### src/rtl/mbd_pkg.sv
// Shared types and width helpers for the multi-button detector.
// Imported by the channel and top modules.
package mbd_pkg;

  typedef enum logic [1:0] {
    IDLE    = 2'd0,
    PRESSED = 2'd1,
    HELD    = 2'd2
  } state_t;

  // Bits needed to hold 0..max_val, never less than one.
  function automatic int cnt_w(input int max_val);
    int w;
    w = $clog2(max_val + 1);
    return (w < 1) ? 1 : w;
  endfunction

  localparam int DEF_N_BTN        = 5;
  localparam int DEF_TICK_DIV     = 500000;
  localparam int DEF_DEB_SAMPLES  = 3;
  localparam int DEF_HOLD_TICKS   = 100;
  localparam int DEF_REPEAT_TICKS = 20;

endpackage

### src/rtl/button_channel.sv
// One button: synchroniser, tick-paced debounce and the
// idle/pressed/held state machine with auto-repeat.
module button_channel
  import mbd_pkg::*;
#(
  parameter int DEB_SAMPLES   = DEF_DEB_SAMPLES,
  parameter int HOLD_TICKS    = DEF_HOLD_TICKS,
  parameter int REPEAT_TICKS  = DEF_REPEAT_TICKS,
  parameter bit ACTIVE_LOW_IN = 1'b0
) (
  input  logic clk,
  input  logic rst,
  input  logic tick,
  input  logic btn,
  input  logic repeat_en,
  output logic level,
  output logic press,
  output logic release_pulse,
  output logic held
);

  localparam int DW = cnt_w(DEB_SAMPLES);
  localparam int HW = cnt_w(HOLD_TICKS);
  localparam int RW = cnt_w(REPEAT_TICKS);

  localparam logic [DW-1:0] DEB_LAST = DW'(DEB_SAMPLES - 1);
  localparam logic [HW-1:0] HOLD_LAST = HW'(HOLD_TICKS - 1);
  localparam logic [RW-1:0] REP_LAST = RW'(REPEAT_TICKS - 1);

  logic          sync1;
  logic          sync2;
  logic          s;
  logic [DW-1:0] deb_cnt;
  logic [HW-1:0] hold_cnt;
  logic [RW-1:0] rep_cnt;
  logic          deb_hit;
  logic          hold_hit;
  logic          rep_hit;
  logic          press_nxt;
  logic          rel_nxt;
  state_t        state;
  state_t        state_nxt;

  // Two-FF synchroniser, runs every clock
  always_ff @(posedge clk) begin
    if (!rst) begin
      sync1 <= 1'b0;
      sync2 <= 1'b0;
    end else begin
      sync1 <= btn;
      sync2 <= sync1;
    end
  end

  assign s = sync2 ^ ACTIVE_LOW_IN;

  // Final differing sample: level flips on this edge
  assign deb_hit = tick && (s != level)
                   && (deb_cnt == DEB_LAST);

  assign hold_hit = tick && (hold_cnt == HOLD_LAST);

  assign rep_hit = tick && repeat_en
                   && (rep_cnt == REP_LAST);

  // Debounce counter and accepted level
  always_ff @(posedge clk) begin
    if (!rst) begin
      deb_cnt <= '0;
      level   <= 1'b0;
    end else if (tick) begin
      if (s == level) begin
        deb_cnt <= '0;
      end else if (deb_cnt == DEB_LAST) begin
        deb_cnt <= '0;
        level   <= ~level;
      end else begin
        deb_cnt <= deb_cnt + DW'(1);
      end
    end
  end

  // State register
  always_ff @(posedge clk) begin
    if (!rst) state <= IDLE;
    else      state <= state_nxt;
  end

  // Next-state: a level change beats hold/repeat
  always_comb begin
    state_nxt = state;
    unique case (state)
      IDLE: begin
        if (deb_hit) state_nxt = PRESSED;
      end
      PRESSED: begin
        if (deb_hit)       state_nxt = IDLE;
        else if (hold_hit) state_nxt = HELD;
      end
      HELD: begin
        if (deb_hit) state_nxt = IDLE;
      end
      default: state_nxt = IDLE;
    endcase
  end

  // Outputs: held flag and next pulse values
  always_comb begin
    press_nxt = 1'b0;
    rel_nxt   = 1'b0;
    held      = 1'b0;
    unique case (state)
      IDLE: begin
        press_nxt = deb_hit;
      end
      PRESSED: begin
        if (deb_hit)       rel_nxt   = 1'b1;
        else if (hold_hit) press_nxt = repeat_en;
      end
      HELD: begin
        held = 1'b1;
        if (deb_hit)      rel_nxt   = 1'b1;
        else if (rep_hit) press_nxt = 1'b1;
      end
      default: begin
        press_nxt = 1'b0;
      end
    endcase
  end

  // Register the pulses alongside level and state
  always_ff @(posedge clk) begin
    if (!rst) begin
      press         <= 1'b0;
      release_pulse <= 1'b0;
    end else begin
      press         <= press_nxt;
      release_pulse <= rel_nxt;
    end
  end

  // Hold and repeat counters, advanced on tick only
  always_ff @(posedge clk) begin
    if (!rst) begin
      hold_cnt <= '0;
      rep_cnt  <= '0;
    end else if (tick) begin
      unique case (state)
        PRESSED: begin
          rep_cnt <= '0;
          if (deb_hit || hold_cnt == HOLD_LAST)
            hold_cnt <= '0;
          else
            hold_cnt <= hold_cnt + HW'(1);
        end
        HELD: begin
          hold_cnt <= '0;
          if (deb_hit || !repeat_en
              || rep_cnt == REP_LAST)
            rep_cnt <= '0;
          else
            rep_cnt <= rep_cnt + RW'(1);
        end
        default: begin
          hold_cnt <= '0;
          rep_cnt  <= '0;
        end
      endcase
    end
  end

endmodule

### src/rtl/multi_button_detector.sv
// N-channel button front end: one shared sample tick
// feeding an independent channel per button.
module multi_button_detector
  import mbd_pkg::*;
#(
  parameter int N_BTN         = DEF_N_BTN,
  parameter int TICK_DIV      = DEF_TICK_DIV,
  parameter int DEB_SAMPLES   = DEF_DEB_SAMPLES,
  parameter int HOLD_TICKS    = DEF_HOLD_TICKS,
  parameter int REPEAT_TICKS  = DEF_REPEAT_TICKS,
  parameter bit ACTIVE_LOW_IN = 1'b0
) (
  input  logic             clk,
  input  logic             rst,
  input  logic [N_BTN-1:0] btn_in,
  input  logic [N_BTN-1:0] repeat_en,
  output logic [N_BTN-1:0] level,
  output logic [N_BTN-1:0] press,
  output logic [N_BTN-1:0] release_pulse,
  output logic [N_BTN-1:0] held
);

  localparam int TW = cnt_w(TICK_DIV - 1);
  localparam logic [TW-1:0] TICK_LAST = TW'(TICK_DIV - 1);

  logic [TW-1:0] tick_cnt;
  logic          tick;

  // With TICK_DIV=1 the counter sits at 0 and tick stays high
  assign tick = (tick_cnt == TICK_LAST);

  // Free-running sample-tick divider
  always_ff @(posedge clk) begin
    if (!rst)      tick_cnt <= '0;
    else if (tick) tick_cnt <= '0;
    else           tick_cnt <= tick_cnt + TW'(1);
  end

  for (genvar i = 0; i < N_BTN; i++) begin : g_ch
    button_channel #(
      .DEB_SAMPLES   (DEB_SAMPLES),
      .HOLD_TICKS    (HOLD_TICKS),
      .REPEAT_TICKS  (REPEAT_TICKS),
      .ACTIVE_LOW_IN (ACTIVE_LOW_IN)
    ) u_ch (
      .clk           (clk),
      .rst           (rst),
      .tick          (tick),
      .btn           (btn_in[i]),
      .repeat_en     (repeat_en[i]),
      .level         (level[i]),
      .press         (press[i]),
      .release_pulse (release_pulse[i]),
      .held          (held[i])
    );
  end

endmodule
### config.mk
export PLATFORM = sky130hd
export DESIGN_NAME = multi_button_detector
export DESIGN_NICKNAME = d
export VERILOG_FILES = /design/src/rtl/mbd_pkg.sv /design/src/rtl/button_channel.sv /design/src/rtl/multi_button_detector.sv
export SDC_FILE = /design/constraint.sdc
export NUM_CORES = 1
export LEC_CHECK = 0
export ABC_AREA = 1
export BUFFER_PORTS_ARGS = -buffer_cell sky130_fd_sc_hd__buf_2
export CAP_MARGIN = 40
export CORE_MARGIN = 8
export CORE_UTILIZATION = 50
export DETAILED_ROUTE_END_ITERATION = 8
export PLACE_DENSITY = 0.69
export SETUP_SLACK_MARGIN = 0.5
export SYNTH_ARGS = -nofsm -noshare
export SYNTH_HDL_FRONTEND = slang
export SYNTH_HIERARCHICAL = 1
export SYNTH_SLANG_ARGS = --single-unit
### constraint.sdc
create_clock -name clk -period 2.3 [get_ports clk]
set_clock_uncertainty 0.05 [all_clocks]
set_input_delay 0.345 -clock clk [delete_from_list [all_inputs] [get_ports clk]]
set_output_delay 0.345 -clock clk [all_outputs]
set_load 0.01 [all_outputs]
==> results.txt <==
post-synthesis sequential area ratio - 38.8%
max cap viols - 0
Rows - 41
leakage power - 0.00299 uW
final net count - 954
hold crit path type - primary input to register
period utilization - 89.6%
htree depth - 4
VDD IR max - 0.000474 V
Sink Count - 124
I/O Pins - 32
Yosys warnings - 6
CP max FO - 8
per-cell routed wire length - 12.6 um
drt pass-1 iters - 4
Hold Vio Cnt, Final - 0
Die Span Y - 129 um
antenna fix cells - 0
CTS Root Cell - clkbuf_16
Syn Nets - 870
most frequent cell after synthesis - nand2_1
Clock Path Buffers - 2
type of origin of the critical path - register
FFs w/ async S/R, synth - 0%
routed wire length - 13,800 um
maximum clock rate - 0.485 GHz
synthesized cell area - 6400 um^2
synth unique cells - 30
Post-Place Cells - 1,037
RSZ-0062 raised after global routing - yes
total grt overflow - 0
CP endpoint kind - register
flop-to-flop setup slack - 240 ps
initial core utilization - 50.9%
first-pass GRT wire length - 22,900 um
Reg clk slew, reported paths - 60 ps
Yosys top cell by area - dfxtp_1
dpl hpwl - 8790 um
synth top area cells - dfxtp_1 (39%), nand2_1 (8.4%), ha_1 (6.1%)
FILL cells - 1,055
largest net degree at the start of global routing - 19
top post-synthesis cells by count - nand2_1 (144), dfxtp_1 (124), nor2_1 (99), inv_1 (68), a21oi_1 (67)
cts hold-fix bufs - 0
Worst slew margin - 67.3%
Final min period - 2060 ps
CP required - 2610 ps
vias in the first global route - 5,166
DRT iter0 DRCs - 353
via count of the routed design - 5,606
antenna violations before repair - 0
via/cell ratio - 5.12
register bit total from synthesis - 124
DRC - 0
area share of the largest cell type after synthesis - 38.8%
commonest register cell after synthesis - dfxtp_1
Util after Layout - 64.8%
EDFF count, synth - 0
layout cell share with drive strength beyond 1 - 27.7%
setup violators final - 0
final worst slack - 238 ps
gpl congestion - 0.815
Post-Place Setup Slack - 131 ps
core box area - 12,600 um^2
CTS Buf Count - 17
Worst Path Arrival - 2370 ps
Post-Layout Cell Count - 1,095
fin. max-slew vios - 0
GRT Resource Usage Total - 16.8%
Die W - 129 um
# port buffers - 31
CTS tree - yes
CP Class - register to register
DIE AREA - 16,700 um^2
TNS Setup - 0 ps
status - finished clean
P per Cell Area - 651 nW/um^2
post-route ant nets - 0
Layout area overhead - 27.3%
worst-margin pin slew - 490 ps
clock latency on the worst-skew pair - 420 ps
Mapped Cells - 827
Avg Synthesized Cell Area - 7.74 um^2
[cells by family (layout without fill, tap and decap cells)]
kind of cell / after synthesis / count (layout) / share of synthesized area (%)
flops: 124 / 124 / 38.8
fa+ha+maj: 31 / 31 / 6.06
buf+inv: 95 / 191 / 7.19
compound gates: 108 / 108 / 9.81
xor+xnor: 38 / 38 / 5.20
simple gates: 431 / 431 / 32.9
[per-layer routing]
| layer | global-route usage, % | wire length (um) |
|---|---|---|
| met5 | 0 | 0 |
| met4 | 7.19 | 219 |
| met3 | 4.40 | 475 |
| met2 | 27.6 | 6620 |
| met1 | 20.4 | 6460 |
[power by group]
| group | leakage (uW) | switching, uW | internal, uW |
|---|---|---|---|
| Combinational | 0.00167 | 80.4 | 42.9 |
| Sequential | 0.00100 | 10.4 | 2160 |
| Clock | 0.000319 | 957 | 2050 |
| Total | 0.00299 | 1050 | 4250 |
[state kept, by name, indices dropped and copies added, names as in the netlist]
signal / flops
g_ch.u_ch/sync1: 5
g_ch.u_ch/press: 5
g_ch.u_ch/s: 5
g_ch.u_ch/release_pulse: 5
tick_cnt: 19
g_ch.u_ch/deb_cnt: 10
g_ch.u_ch/rep_cnt: 25
g_ch.u_ch/state: 10
g_ch.u_ch/level: 5
g_ch.u_ch/hold_cnt: 35
[cell type report]
type	instances	area (um^2)	area share, %
inverters	84	350	4.30
repair buffers	76	581	7.13
clock buffers	19	443	5.44
clock inverters	12	219	2.69
flip-flops and latches	124	2490	30.6
multi-input cells	608	3850	47.2
well taps	172	215	2.64
[final timing paths]
check,startpoint,to,cells after the start
worst max-delay path,tick_cnt[0],g_ch[0].u_ch/press,11
worst min register to register,g_ch[2].u_ch/sync1,g_ch[2].u_ch/s,2
worst min-delay path,btn_in[0],g_ch[0].u_ch/sync1,3
worst max register to register,tick_cnt[0],g_ch[0].u_ch/press,11
[cell usage in the layout, fill, tap and decap left out, types with 6 or more instances in the layout]
cell       Yosys  layout
nor2_2        16      26
xor2_1        13      12
dfxtp_1      124     120
nand2_4        2       9
buf_4          0      32
o21ai_0       21      16
nor2_4         9      10
inv_2          6       7
inv_1         68      67
a21oi_2       10      19
nor2_1        99      88
buf_6         10      10
ha_1          31      29
nand3_1       62      52
nand2_1      144     135
xnor2_1       25      25
or2_1         10      10
nand4_1       44      44
clkbuf_16      0      17
nand2_2       17      19
bufinv_16      0       6
nand3_2       11      16
a21oi_1       67      53
buf_2          0      31
[through the flow]
stage               hold slack [ps]  cell area, um^2  total power, uW
floorplan                       340             6500             2280
global placement                343             6900             2320
detailed placement              350             6900             2330
CTS                            39.1             7930             5340
global route                   63.9             8150             5470
finish                         56.1             8150             5300
[what timing repair did]
| item | in CTS | in global routing |
|---|---|---|
| gates cloned | 1 | 0 |
| endpoints found under the hold margin | 0 | 0 |
| gates resized for setup | 49 | 38 |
| pin swaps | 19 | 19 |
| setup endpoints to repair | 95 | 96 |
| buffers inserted | 18 | 8 |
[worst max-delay path, cell delays in order (launching register included)]
cell and delay (ps):
dfxtp_4 350, ha_4 150, nand2_4 50, nor2_4 80, nand3b_1 130, nor2_4 210
buf_12 180, buf_4 150, nand4_1 190, nor2_1 260, o21bai_4 80, a21oi_2 110
(Power assumes the default switching activity.)
